==> src/rtl/hostlink_pkg.sv <==
// Shared host-link constants and the bridge state encoding.
package hostlink_pkg;
   localparam int         HASH_BYTES   = 16;
   localparam int         REPORT_BYTES = 21;
   localparam logic [7:0] CMD_HASH     = 8'h48;
   localparam logic [7:0] CMD_GO       = 8'h47;
   localparam logic [7:0] RPT_HDR      = 8'h4D;
   localparam logic [4:0] HASH_LAST    = 5'(HASH_BYTES - 1);
   localparam logic [4:0] RPT_LAST     = 5'(REPORT_BYTES - 1);

   typedef enum logic [3:0] {
      IDLE,
      HASH_RX,
      STORE_WAIT_TURN,
      STORE_REQ,
      GO_WAIT_TURN,
      GO_REQ,
      RUN,
      TX_HDR,
      TX_BYTE,
      ACK_REQ,
      ACK_DONE
   } state_e;
endpackage

==> src/rtl/host_bridge_core_strobe.sv <==
// Turn-based strobe: rises when requested while turn is high, drops one edge after turn falls.
// done_o marks the cycle in which the strobe is about to be released.
module core_strobe (
   input  logic clk,
   input  logic rst,
   input  logic req_i,
   input  logic turn_i,
   output logic strobe_o,
   output logic done_o
);
   logic strobe_q;

   always_ff @(posedge clk) begin
      if (rst) begin
         strobe_q <= 1'b0;
      end else if (!strobe_q && req_i && turn_i) begin
         strobe_q <= 1'b1;
      end else if (strobe_q && !turn_i) begin
         strobe_q <= 1'b0;
      end
   end

   assign strobe_o = strobe_q;
   assign done_o   = strobe_q && !turn_i;
endmodule

==> src/rtl/host_bridge.sv <==
// Host bridge: parses H/G command frames, loads hashes into the cracker core, then
// forwards each match report to host TX behind a header byte; TX stalls hold the core.
module host_bridge
   import hostlink_pkg::*;
(
   input  logic        clk,
   input  logic        rst,
   input  logic [7:0]  rx_data,
   input  logic        rx_valid,
   output logic        rx_ready,
   output logic [7:0]  tx_data,
   output logic        tx_valid,
   input  logic        tx_ready,
   input  logic        core_turn,
   input  logic        core_match,
   input  logic [7:0]  core_pwbyte,
   output logic [7:0]  core_hash_byte,
   output logic        core_store,
   output logic        core_go,
   output logic        running,
   output logic [7:0]  hash_count,
   output logic [15:0] match_count
);
   state_e      state_q;
   logic        rx_ready_q;
   logic        tx_valid_q;
   logic        tx_sel_pw_q;
   logic        running_q;
   logic [7:0]  tx_data_q;
   logic [7:0]  hash_byte_q;
   logic [7:0]  hash_count_q;
   logic [15:0] match_count_q;
   logic [4:0]  idx_q;

   logic rx_fire, tx_fire;
   logic store_req, go_req, store_done, go_done;

   assign rx_fire   = rx_valid && rx_ready_q;
   assign tx_fire   = tx_valid_q && tx_ready;
   assign store_req = (state_q == STORE_WAIT_TURN);
   // go doubles as start command and per-byte report ack; states keep it exclusive with store
   assign go_req    = (state_q == GO_WAIT_TURN) || ((state_q == TX_BYTE) && tx_fire);

   core_strobe u_store (
      .clk      (clk),
      .rst      (rst),
      .req_i    (store_req),
      .turn_i   (core_turn),
      .strobe_o (core_store),
      .done_o   (store_done)
   );

   core_strobe u_go (
      .clk      (clk),
      .rst      (rst),
      .req_i    (go_req),
      .turn_i   (core_turn),
      .strobe_o (core_go),
      .done_o   (go_done)
   );

   always_ff @(posedge clk) begin
      if (rst) begin
         state_q       <= IDLE;
         rx_ready_q    <= 1'b0;
         tx_valid_q    <= 1'b0;
         tx_sel_pw_q   <= 1'b0;
         tx_data_q     <= 8'h00;
         hash_byte_q   <= 8'h00;
         running_q     <= 1'b0;
         hash_count_q  <= 8'h00;
         match_count_q <= 16'h0000;
         idx_q         <= 5'd0;
      end else begin
         unique case (state_q)
            IDLE: begin
               rx_ready_q <= 1'b1;
               if (rx_fire) begin
                  if (rx_data == CMD_HASH) begin
                     idx_q   <= 5'd0;
                     state_q <= HASH_RX;
                  end else if (rx_data == CMD_GO) begin
                     rx_ready_q <= 1'b0;
                     state_q    <= GO_WAIT_TURN;
                  end
               end
            end
            HASH_RX: begin
               if (rx_fire) begin
                  hash_byte_q <= rx_data;
                  rx_ready_q  <= 1'b0;
                  state_q     <= STORE_WAIT_TURN;
               end
            end
            STORE_WAIT_TURN: begin
               if (core_turn) state_q <= STORE_REQ;
            end
            STORE_REQ: begin
               if (store_done) begin
                  rx_ready_q <= 1'b1;
                  if (idx_q == HASH_LAST) begin
                     if (hash_count_q != 8'hFF) hash_count_q <= hash_count_q + 8'd1;
                     state_q <= IDLE;
                  end else begin
                     idx_q   <= idx_q + 5'd1;
                     state_q <= HASH_RX;
                  end
               end
            end
            GO_WAIT_TURN: begin
               if (core_turn) state_q <= GO_REQ;
            end
            GO_REQ: begin
               if (go_done) begin
                  running_q <= 1'b1;
                  state_q   <= RUN;
               end
            end
            RUN: begin
               if (core_match && core_turn) begin
                  idx_q      <= 5'd0;
                  tx_data_q  <= RPT_HDR;
                  tx_valid_q <= 1'b1;
                  state_q    <= TX_HDR;
               end
            end
            TX_HDR: begin
               if (tx_fire) begin
                  tx_sel_pw_q <= 1'b1;
                  state_q     <= TX_BYTE;
               end
            end
            TX_BYTE: begin
               if (tx_fire) begin
                  tx_valid_q  <= 1'b0;
                  tx_sel_pw_q <= 1'b0;
                  state_q     <= ACK_REQ;
               end
            end
            ACK_REQ: begin
               if (go_done) begin
                  if (idx_q == RPT_LAST) begin
                     if (match_count_q != 16'hFFFF) match_count_q <= match_count_q + 16'd1;
                     state_q <= RUN;
                  end else begin
                     idx_q   <= idx_q + 5'd1;
                     state_q <= ACK_DONE;
                  end
               end
            end
            ACK_DONE: begin
               if (core_turn && core_match) begin
                  tx_valid_q  <= 1'b1;
                  tx_sel_pw_q <= 1'b1;
                  state_q     <= TX_BYTE;
               end
            end
            default: state_q <= IDLE;
         endcase
      end
   end

   assign rx_ready       = rx_ready_q;
   assign tx_valid       = tx_valid_q;
   assign tx_data        = tx_sel_pw_q ? core_pwbyte : tx_data_q;
   assign core_hash_byte = hash_byte_q;
   assign running        = running_q;
   assign hash_count     = hash_count_q;
   assign match_count    = match_count_q;
endmodule

==> config.mk <==
export PLATFORM = sky130hd
export DESIGN_NAME = host_bridge
export DESIGN_NICKNAME = d
export VERILOG_FILES = /design/src/rtl/hostlink_pkg.sv /design/src/rtl/host_bridge_core_strobe.sv /design/src/rtl/host_bridge.sv
export SDC_FILE = /design/constraint.sdc
export NUM_CORES = 1
export LEC_CHECK = 0
export CORE_ASPECT_RATIO = 1.5
export CORE_MARGIN = 1
export CORE_UTILIZATION = 45
export DETAILED_ROUTE_END_ITERATION = 12
export HOLD_SLACK_MARGIN = 0.03
export PLACE_DENSITY = 0.77
export SLEW_MARGIN = 30
export SYNTH_ARGS = -nofsm -noshare
export SYNTH_HDL_FRONTEND = slang
export SYNTH_HIERARCHICAL = 1
export SYNTH_SLANG_ARGS = --single-unit
==> constraint.sdc <==
create_clock -name clk -period 2.55 [get_ports clk]
set_input_delay 0.51 -clock clk [delete_from_list [all_inputs] [get_ports clk]]
set_output_delay 0.51 -clock clk [all_outputs]
set_load 0.02 [all_outputs]
# Word level (Yosys, flattened, before mapping)
# Index checks and enable logic that the tools add are counted.
# W data, S select, Z words.
# word_totals
regBits	48
output_inout_bits	45
in_bits	22
elab_cells	119
# classes
reduce_logical	32
n_eq_ne	32
muxes	40
addsub	3
# ops
op	count
$mux W4	14
$pmux W4 S11	1
$mux W5	7
$ne A2 B2 Y1 const B	14
$pmux W5 S4	1
$add A16 B1 Y16 const B	1
$eq A4 B3 Y1 const B	4
$eq A8 B7 Y1 const B	2
$ne A16 B16 Y1 const B	1
$mux W1	13
$eq A4 B4 Y1 const B	3
$reduce_and A12 Y1	1
$reduce_and A4 Y1	3
$logic_and A1 B1 Y1	10
$add A8 B1 Y8 const B	1
$eq A4 B2 Y1 const B	2
$mux W8	1
$ne A8 B8 Y1 const B	1
$reduce_and A8 Y1	1
$pmux W1 S3	2
$reduce_and A2 Y1	3
$reduce_and A3 Y1	2
$reduce_bool A2 Y1	3
$reduce_bool A3 Y1	2
12 further kinds	14

# Longest topological paths before layout
# Gate-level depths: netlist of run 1.
# logic_depth
word_depth	6
depth_mapped	8
depth_no_buf	8

# Cells and area by module
# The synthesis of run 1 kept the hierarchy.
# modules_own_cells
mod	cells_each	area_each_um2	seq_area_each_um2	instances
host_bridge	317	2593.7	920.9	1
core_strobe	4	42.5	20.0	2

# Worst setup path before layout of run 1
# Ideal clock, no wire load.
# synth_path
path_type	register to register
from	reg idx_q[0]
to	reg idx_q[4]
setup_ns	0.070
path_slack_ns	-0.099
n_path_buf	0
period_less_slack_ns	2.649
required_ns	2.480
arrival_ns	2.578
path_stages_with_launch	9
path_cell_list	dfxtp_1 ha_1 and3_1 ha_1 or3b_1 a311o_1 a221o_1 or4_1 a21oi_1
# synth_via
elab_chain_len	4
elab_cells_between_ends	11
classes_between	add/sub: 1; eq/ne: 4; mux: 5; reduce/logical: 1
# synth_rtl
element	line_no	source
start: declaration	host_bridge.sv:33	logic [4:0] idx_q;
start signal: assignment	host_bridge.sv:105	idx_q <= idx_q + 5'd1;
start signal: assignment	host_bridge.sv:146	idx_q <= idx_q + 5'd1;
$add A5 B1 Y5	host_bridge.sv:105, host_bridge.sv:146	
$mux W5 (on tied branches)	host_bridge.sv:142, host_bridge.sv:101	
$mux W5 (on tied branches)	host_bridge.sv:141, host_bridge.sv:99	
$pmux W5 S4	host_bridge.sv:75	unique case (state_q)
# Several ways; a longest one is shown, not always the timed one. The select of a mux whose other input is x is not followed.
# A chain may end at the register's enable or synchronous reset.

# Worst setup path after layout of run 1
# Same ends and word-level chain as after synthesis.

==> reports/results.txt, run 1 <==
met1 global-route usage = 0.246
number of DRC markers in iteration 0 = 142
power per cell area = 367 nW/um2
io pins = 67
YS warnings = 6
Synth Area in XOR/XNOR = 0.0523
Critical Path AT = 2760 ps
Synth Instances = 325
Hold Buf Count CTS = 0
global-route wire length before repair = 11.8 mm
Die Y = 96.5 um
initial cell density of the core = 0.463
Die ar. = 6270 um2
most common cell in the synthesized netlist = dfxtp_1
FMAX = 398 MHz
Final min period = 2510 ps
grt met2 use = 0.453
core area = 5790 um2
final setup fails = 0
Worst-Margin Slew = 629 ps
Layout Utilization = 0.661
total stage count of the critical path = 8
total grt overflow = 0
H-tree Lvls = 2
Yosys top cell by area = dfxtp_1
Hold Path Depth = 2
Min Hold Slack = 478 ps
CTS root buf = clkbuf_8
Port-buffer cells = 66
WL/cell = 14.8 um
delay-heaviest family, CP = simple AND/OR/NAND/NOR gates
clk buf depth = 2
post-synthesis mux area share = 0.0336
GR met3 Demand/Resource = 0.0340
initial antenna violation count = 0
Worst-Skew Late Latency = 300 ps
Critical Path RT = 2790 ps
antenna diode count = 0
global-route usage over all layers = 0.239
ys async rst share = 0
routability congestion estimate = 0.873
synth unique cells = 53
DIE WIDTH = 65.0 um
largest net degree at the start of global routing = 31
post-DP HPWL = 5.40 mm
post-DR vias/cell = 5.75
Top FF cell, synth = dfxtp_1
Cell Area, Synth = 2680 um2
share of cells above drive strength 1 = 0.155
RSZ-0062 raised after global routing = true
Synth top area share = 0.359
busiest grt layer = met2
Slowest Stage Delay on Critical Path = 470 ps
Adder-Cell Fraction of Synth Area = 0.0234
outcome = completed
Residual DRC = 0
Leak = 1.39 nW
Fin Setup TNS = 0 ps
number of synthesized flops with an enable pin = 0
Max VDD drop = 0.000340 V
largest family of logic cells by synthesized area = simple AND/OR/NAND/NOR gates
CP max FO = 2
CP Class = reg -> reg
CTS tree = yes
Area contributors post-synth = dfxtp_1 36%, nor2_1 4.8%, a21oi_1 4.1%, nand2_1 3.5%, mux2i_1 3.4%
CP endpoint kind = register
R2R depth = 8
DRT Pass-1 Iters = 4
number of global-route vias before repair = 2706
Syn-to-layout area delta = 42.8%
most frequent CP cell = ha_4
drt total wl = 7.30 mm
post-synthesis sequential area ratio = 0.359
Seq cells post-synth = 48
synthesized net count = 352
Slew HR = 0.574
CTS Sinks = 48
via count = 2831
Inserted Clock Buffers = 5
simple logic cell fraction of the synthesized area = 0.327
Slowest-stage cell, CP = or4_1
fin crit share = 0.985
CP bufs+invs = 0
max-slew violation count = 0
max-cap violations = 0
post-layout net count = 446
final hold violation count = 0
clock slew at reported path FFs = 100 ps
crit start category = register
clock skew = 9.59 ps
crit-path cells = ha_4 -> and3_4 -> ha_4 -> or3b_4 -> a311o_1 -> a221o_1 -> or4_1 -> a21oi_1
post-synthesis compound-gate area fraction = 0.172
num rows = 34
antenna-violating nets left = 0
worst min path class = reg -> reg
syn_area_per_cell = 8.24 um2
top cells by count, synth = 48 x dfxtp_1, 34 x nor2_1, 25 x nand2_1
## power by group
group          total (mW)  switching [mW]  internal, mW
logic              0.0970          0.0435        0.0535
clock network       0.556           0.265         0.290
registers           0.752         0.00149         0.750
## cell families after synthesis
| family | Yosys count |
|---|---|
| compound gates | 69 |
| xor+xnor | 16 |
| fa+ha+maj | 5 |
| buf+inv | 23 |
| flops | 48 |
| mux | 9 |
| simple gates | 155 |
## cells in the final DEF, fill, tap and decap left out, types with 3 or more instances in the layout
cell type	n
a211oi_1	4
a21oi_1	22
a31oi_1	4
and2_1	8
and3_1	4
and4b_1	3
buf_4	38
clkbuf_8	5
clkdlybuf4s50_1	66
dfxtp_1	46
ha_1	3
inv_1	6
mux2i_1	9
nand2_1	25
nand2b_1	4
nand3_1	12
nand4_1	12
nor2_1	34
nor2b_1	8
nor3_1	7
nor3b_1	3
nor4_1	5
o21ai_0	9
o31ai_1	6
or4_1	10
xnor2_1	8
xor2_1	8
## worst reg2reg max path, delay by kind of cell (launching register included)
kind,cells,cell delay (ps)
AND/OR/NAND/NOR,3,1020
AO/OA/AOI/OAI,3,770
flip-flops,1,350
adder cells (fa/ha/maj),2,310
## sequential cells by signal (all words and copies together) (netlist names), 4 cells and up
signal,cells
state_q,4
core_hash_byte,8
match_count,16
idx_q,5
hash_count,8
## what timing repair did
item / 4_1_cts / 5_1_grt
setup endpoints to repair: 1 / 7
gates resized for setup: 3 / 9
pin swaps: 1 / 1
setup buffers: 1 / 0
## path summary, 6_finish.rpt
check	startpoint	end	slack (ps)
max reg2reg	idx_q[0]	idx_q[4]	40
max	idx_q[0]	idx_q[4]	40
min	running	running	480
min reg2reg	running	running	480
## per-layer routing
metal	vias up	wire length [um]
met3	24	285
met1	1324	2850
met5	-	0
li1	1403	-
met4	0	303
met2	80	3850
## cell type report
type / count / area, um2
timing repair buffer: 104 / 946
tap: 72 / 90.1
clock inverter: 3 / 42.5
sequential: 48 / 963
multi-input combinational: 254 / 1690
inverter: 6 / 22.5
clock buffer: 5 / 68.8
fill: 524 / 1960
## metrics by stage
stage	power [mW]	setup WS (ps)	std cells	area [um2]
after detailed placement	0.863	-241	483	3640
after global placement	0.861	-145	483	3640
after floorplan	0.798	-3.20	325	2680
after CTS	1.41	8.63	492	3770
final	1.40	39.4	492	3830
after global routing	1.45	-50.1	492	3830
Power figures use the tool's default switching activity.
==> run 2, diff against run 1 <==
--- a/config.mk
+++ b/config.mk
@@ -11,6 +11,7 @@
 export DETAILED_ROUTE_END_ITERATION = 12
 export HOLD_SLACK_MARGIN = 0.03
 export PLACE_DENSITY = 0.77
+export SKIP_LAST_GASP = 1
 export SLEW_MARGIN = 30
 export SYNTH_ARGS = -nofsm -noshare
 export SYNTH_HDL_FRONTEND = slang
==> reports/results.txt, run 2 (synthesized netlist as in run 1, its figures left out) <==
outcome = completed
Sw Pwr = 0.309 mW
max-cap violations = 0
largest net degree at the start of global routing = 31
num rows = 34
most frequent cells in the layout = 66 x clkdlybuf4s50_1, 46 x dfxtp_1, 40 x buf_4
WL/cell = 14.7 um
worst flop-to-flop path startpoint = idx_q[0]
Clk network pwr share = 0.395
CTS Sinks = 48
number of DRC markers in iteration 0 = 170
Syn-to-layout area delta = 43.0%
Layout Utilization = 0.662
crit start category = register
Residual DRC = 0
io pins = 67
Final min period = 2520 ps
r2r setup slk = 30 ps
max-slew violation count = 0
initial cell density of the core = 0.463
antenna-violating nets left = 0
CTS root buf = clkbuf_8
antenna diode count = 0
clock slew at reported path FFs = 90 ps
H-tree Lvls = 2
Slowest Stage Delay on Critical Path = 470 ps
fin crit share = 0.988
Die ar. = 6270 um2
worst min path class = reg -> reg
core area = 5790 um2
global-route wire length before repair = 11.8 mm
Max VDD drop = 0.000340 V
final hold violation count = 0
Combinational Power Share = 0.069
post-DR vias/cell = 5.71
RSZ-0062 raised after global routing = true
Die Y = 96.5 um
Internal = 1.09 mW
Slowest-stage cell, CP = or4_1
total grt overflow = 0
met2 WL = 3.85 mm
r2r endpoint = idx_q[4]
total stage count of the critical path = 8
Worst-Skew Late Latency = 300 ps
Slew HR = 0.574
share of cells above drive strength 1 = 0.159
R2R depth = 8
WL met3 = 252 um
Min Hold Slack = 477 ps
Critical Path AT = 2760 ps
crit path to = idx_q[4]
delay-heaviest family, CP = simple AND/OR/NAND/NOR gates
CTS tree = yes
Hold Buf Count CTS = 0
most common cell after layout, fill and taps aside = clkdlybuf4s50_1
crit-path cells = ha_4 -> and3_1 -> ha_2 -> or3b_4 -> a311o_1 -> a221o_1 -> or4_1 -> a21oi_1
DRT Pass-1 Iters = 4
global-route usage over all layers = 0.239
drt total wl = 7.27 mm
Metal-1 WL = 2.87 mm
post-DP HPWL = 5.40 mm
pre-CTS WS = -241 ps
CP endpoint kind = register
power per cell area = 366 nW/um2
Critical Path RT = 2790 ps
final setup fails = 0
Setup WS post-layout = 31.1 ps
Leak = 1.40 nW
Largest register FFs = 16
Port-buffer cells = 66
DIE WIDTH = 65.0 um
Sequential Power Share = 0.536
# fillers = 524
critical path startpoint = idx_q[0]
Highest Signal Layer = met4
initial antenna violation count = 0
FMAX = 397 MHz
post-layout net count = 448
Inserted Clock Buffers = 5
Switching Share = 0.220
Worst-Margin Slew = 630 ps
CP Class = reg -> reg
via count = 2820
number of global-route vias before repair = 2706
clock skew = 9.62 ps
CP bufs+invs = 0
routability congestion estimate = 0.873
CP max FO = 2
clk buf depth = 2
[run 2: cell types whose count changed in the layout (fill, tap and decap cells not counted), sizes merged]
cell	before	now
buf	38	40
[run 2: per-layer routing]
layer / track usage / up-vias
met3: 0.0340 / 25
met4: 0.139 / 0
met5: 0 / -
met2: 0.453 / 72
li1: - / 1409
met1: 0.246 / 1314
[run 2: tightest hold or removal path, cell delays in order, from the launching register on]
cell     delay (ps)
dfxtp_1         340
a21oi_1          40
nor2_1           70
[run 2: cell type report]
type / instances / area, um2 / share of cell area
clock buffers: 5 / 68.8 / 0.0180
clock inverters: 3 / 42.5 / 0.0111
inverters: 6 / 22.5 / 0.00588
multi-input cells: 254 / 1680 / 0.439
flip-flops and latches: 48 / 963 / 0.252
well taps: 72 / 90.1 / 0.0235
repair buffers: 106 / 961 / 0.251
[run 2: how the worst min path moves through the flow]
stage / cells past startpoint / from / to / slack (ps)
floorplan: 2 / tx_data_q[0] / tx_data_q[0] / 440
CTS: 2 / running / running / 480
finish: 2 / running / running / 480
detailed placement: 2 / running / running / 460
global route: 2 / running / running / 510
global placement: 2 / tx_data_q[0] / tx_data_q[0] / 450
[run 2: repair_timing]
action / in CTS / in global routing
setup endpoints to repair: 1 / 7
pin swaps: 1 / 6
gates resized for setup: 0 / 11
setup buffers: 1 / 2
[run 2: stage by stage]
stage | power (mW) | setup TNS [ps] | cell area (um2) | std cells
finish | 1.40 | 0 | 3830 | 494
floorplan | 0.798 | -3.20 | 2680 | 325
global route | 1.45 | -59.4 | 3830 | 494
detailed placement | 0.863 | -929 | 3640 | 483
global placement | 0.861 | -488 | 3640 | 483
CTS | 1.41 | -24.5 | 3760 | 492
[run 2: power groups by stage]
stage          clock network, mW  registers [mW]  logic [mW]
2_1_floorplan                  0           0.770      0.0278
3_3_place_gp                   0           0.769      0.0918
3_5_place_dp                   0           0.769      0.0932
4_1_cts                    0.563           0.752      0.0943
5_1_grt                    0.595           0.752       0.103
6_report                   0.554           0.752      0.0972
==> run 3, diff against run 2 <==
--- a/config.mk
+++ b/config.mk
@@ -5,12 +5,13 @@
 export SDC_FILE = /design/constraint.sdc
 export NUM_CORES = 1
 export LEC_CHECK = 0
+export CAP_MARGIN = 5
 export CORE_ASPECT_RATIO = 1.5
 export CORE_MARGIN = 1
-export CORE_UTILIZATION = 45
+export CORE_UTILIZATION = 49
 export DETAILED_ROUTE_END_ITERATION = 12
 export HOLD_SLACK_MARGIN = 0.03
-export PLACE_DENSITY = 0.77
+export PLACE_DENSITY = 0.8
 export SKIP_LAST_GASP = 1
 export SLEW_MARGIN = 30
 export SYNTH_ARGS = -nofsm -noshare
==> constraint.sdc (replaced) <==
create_clock -name clk -period 2.5 [get_ports clk]
set_input_delay 0.5 -clock clk [delete_from_list [all_inputs] [get_ports clk]]
set_output_delay 0.5 -clock clk [all_outputs]
set_load 0.02 [all_outputs]
==> reports/results.txt, run 3 (synthesized netlist as in run 1, its figures left out) <==
CP max FO = 2
Syn-to-layout area delta = 43.4%
global-route wire length before repair = 12.1 mm
antenna diode count = 0
Critical Path RT = 2740 ps
fin crit share = 1.02
post-DP HPWL = 5.42 mm
CP Class = reg -> reg
CP bufs+invs = 0
met2 WL = 3.95 mm
# fillers = 388
clock skew = 6.69 ps
number of DRC markers in iteration 0 = 125
total grt overflow = 0
Inserted Clock Buffers = 5
WL/cell = 15.1 um
CTS tree = yes
share of cells above drive strength 1 = 0.155
final setup fails = 1
Residual DRC = 0
post-layout net count = 451
Hold Buf Count CTS = 0
Setup WS post-layout = -56.1 ps
antenna-violating nets left = 0
initial antenna violation count = 0
Final min period = 2560 ps
largest net degree at the start of global routing = 18
initial cell density of the core = 0.515
max-cap violations = 0
WL met3 = 331 um
max-slew violation count = 0
worst min path class = reg -> reg
crit start category = register
drt total wl = 7.43 mm
Worst-Margin Slew = 679 ps
Non-Filler Instances = 493
core area = 5200 um2
pre-CTS WS = -221 ps
clock slew at reported path FFs = 80 ps
Critical Path AT = 2790 ps
CTS root buf = clkbuf_8
DIE WIDTH = 62.4 um
Worst-Skew Late Latency = 300 ps
clk buf depth = 2
Leak = 1.42 nW
Metal-1 WL = 2.97 mm
CTS Sinks = 48
DP Cell Count = 484
outcome = finished with violations
global-route usage over all layers = 0.257
most common cell after layout, fill and taps aside = clkdlybuf4s50_1
number of global-route vias before repair = 2688
failing checks = negative setup slack
delay-heaviest family, CP = simple AND/OR/NAND/NOR gates
Slowest-stage cell, CP = or4_1
crit-path cells = ha_4 -> and3_1 -> ha_2 -> or3b_4 -> a311o_1 -> a221o_1 -> or4_1 -> a21oi_1
Die Y = 92.6 um
Max VDD drop = 0.000287 V
CP endpoint kind = register
io pins = 67
Die ar. = 5770 um2
RSZ-0062 raised after global routing = true
Slew HR = 0.546
via count = 2911
Largest register FFs = 16
final hold violation count = 0
H-tree Lvls = 2
power per cell area = 373 nW/um2
routability congestion estimate = 0.965
num rows = 32
Port-buffer cells = 66
Slowest Stage Delay on Critical Path = 480 ps
Highest Signal Layer = met4
DRT Pass-1 Iters = 4
post-DR vias/cell = 5.90
most frequent cells in the layout = 66 x clkdlybuf4s50_1, 47 x dfxtp_1, 42 x buf_4
FMAX = 391 MHz
-- run 3: what timing repair did --
item,4_1_cts,5_1_grt
gates resized for setup,0,9
setup endpoints to repair,3,6
pin swaps,1,3
setup buffers,0,1
cloned,0,0
-- run 3: worst paths after layout --
kind	start	to	slack, ps	cells after the start
max	idx_q[1]	idx_q[4]	-60	8
min	tx_data_q[0]	tx_data_q[0]	490	2
min reg2reg	tx_data_q[0]	tx_data_q[0]	490	2
max reg2reg	idx_q[1]	idx_q[4]	-60	8
-- run 3: cell type report --
| class | count | area [um2] | area share |
|---|---|---|---|
| Clock buffer | 5 | 68.8 | 0.0179 |
| Inverter | 6 | 22.5 | 0.00586 |
| Timing Repair Buffer | 109 | 987 | 0.257 |
| Sequential cell | 48 | 962 | 0.250 |
| Tap cell | 68 | 85.1 | 0.0221 |
| Clock inverter | 3 | 42.5 | 0.0111 |
| Multi-Input combinational cell | 254 | 1670 | 0.436 |
-- run 3: tightest hold or removal path, delay by kind of cell (launching register included) --
family,cells,cell delay [ps]
DFF,1,340
and+or+nand+nor,1,70
AOI/OAI and AO/OA,1,50
-- run 3: power by group --
part / total (mW) / switching [mW] / internal, mW / leakage [nW]
clock network: 0.567 / 0.271 / 0.296 / 0.0541
logic: 0.100 / 0.0448 / 0.0553 / 0.974
registers: 0.767 / 0.00167 / 0.765 / 0.387
total: 1.43 / 0.318 / 1.12 / 1.42
-- run 3: metrics by stage --
step                      hold slack (ps)  power (mW)  utilization  setup TNS, ps  area [um2]
after floorplan                       438       0.814            -          -53.2        2680
after global placement                467       0.880        0.706           -832        3680
after detailed placement              474       0.881        0.706          -1200        3680
after CTS                             494        1.44        0.728          -82.8        3790
after global routing                  530        1.48        0.738           -223        3840
final                                 486        1.43        0.738          -56.1        3840
-- run 3: routing by layer --
layer,up-vias,track usage
met5,-,0
met4,0,0.114
met3,17,0.0369
met2,98,0.482
met1,1386,0.283
li1,1410,-
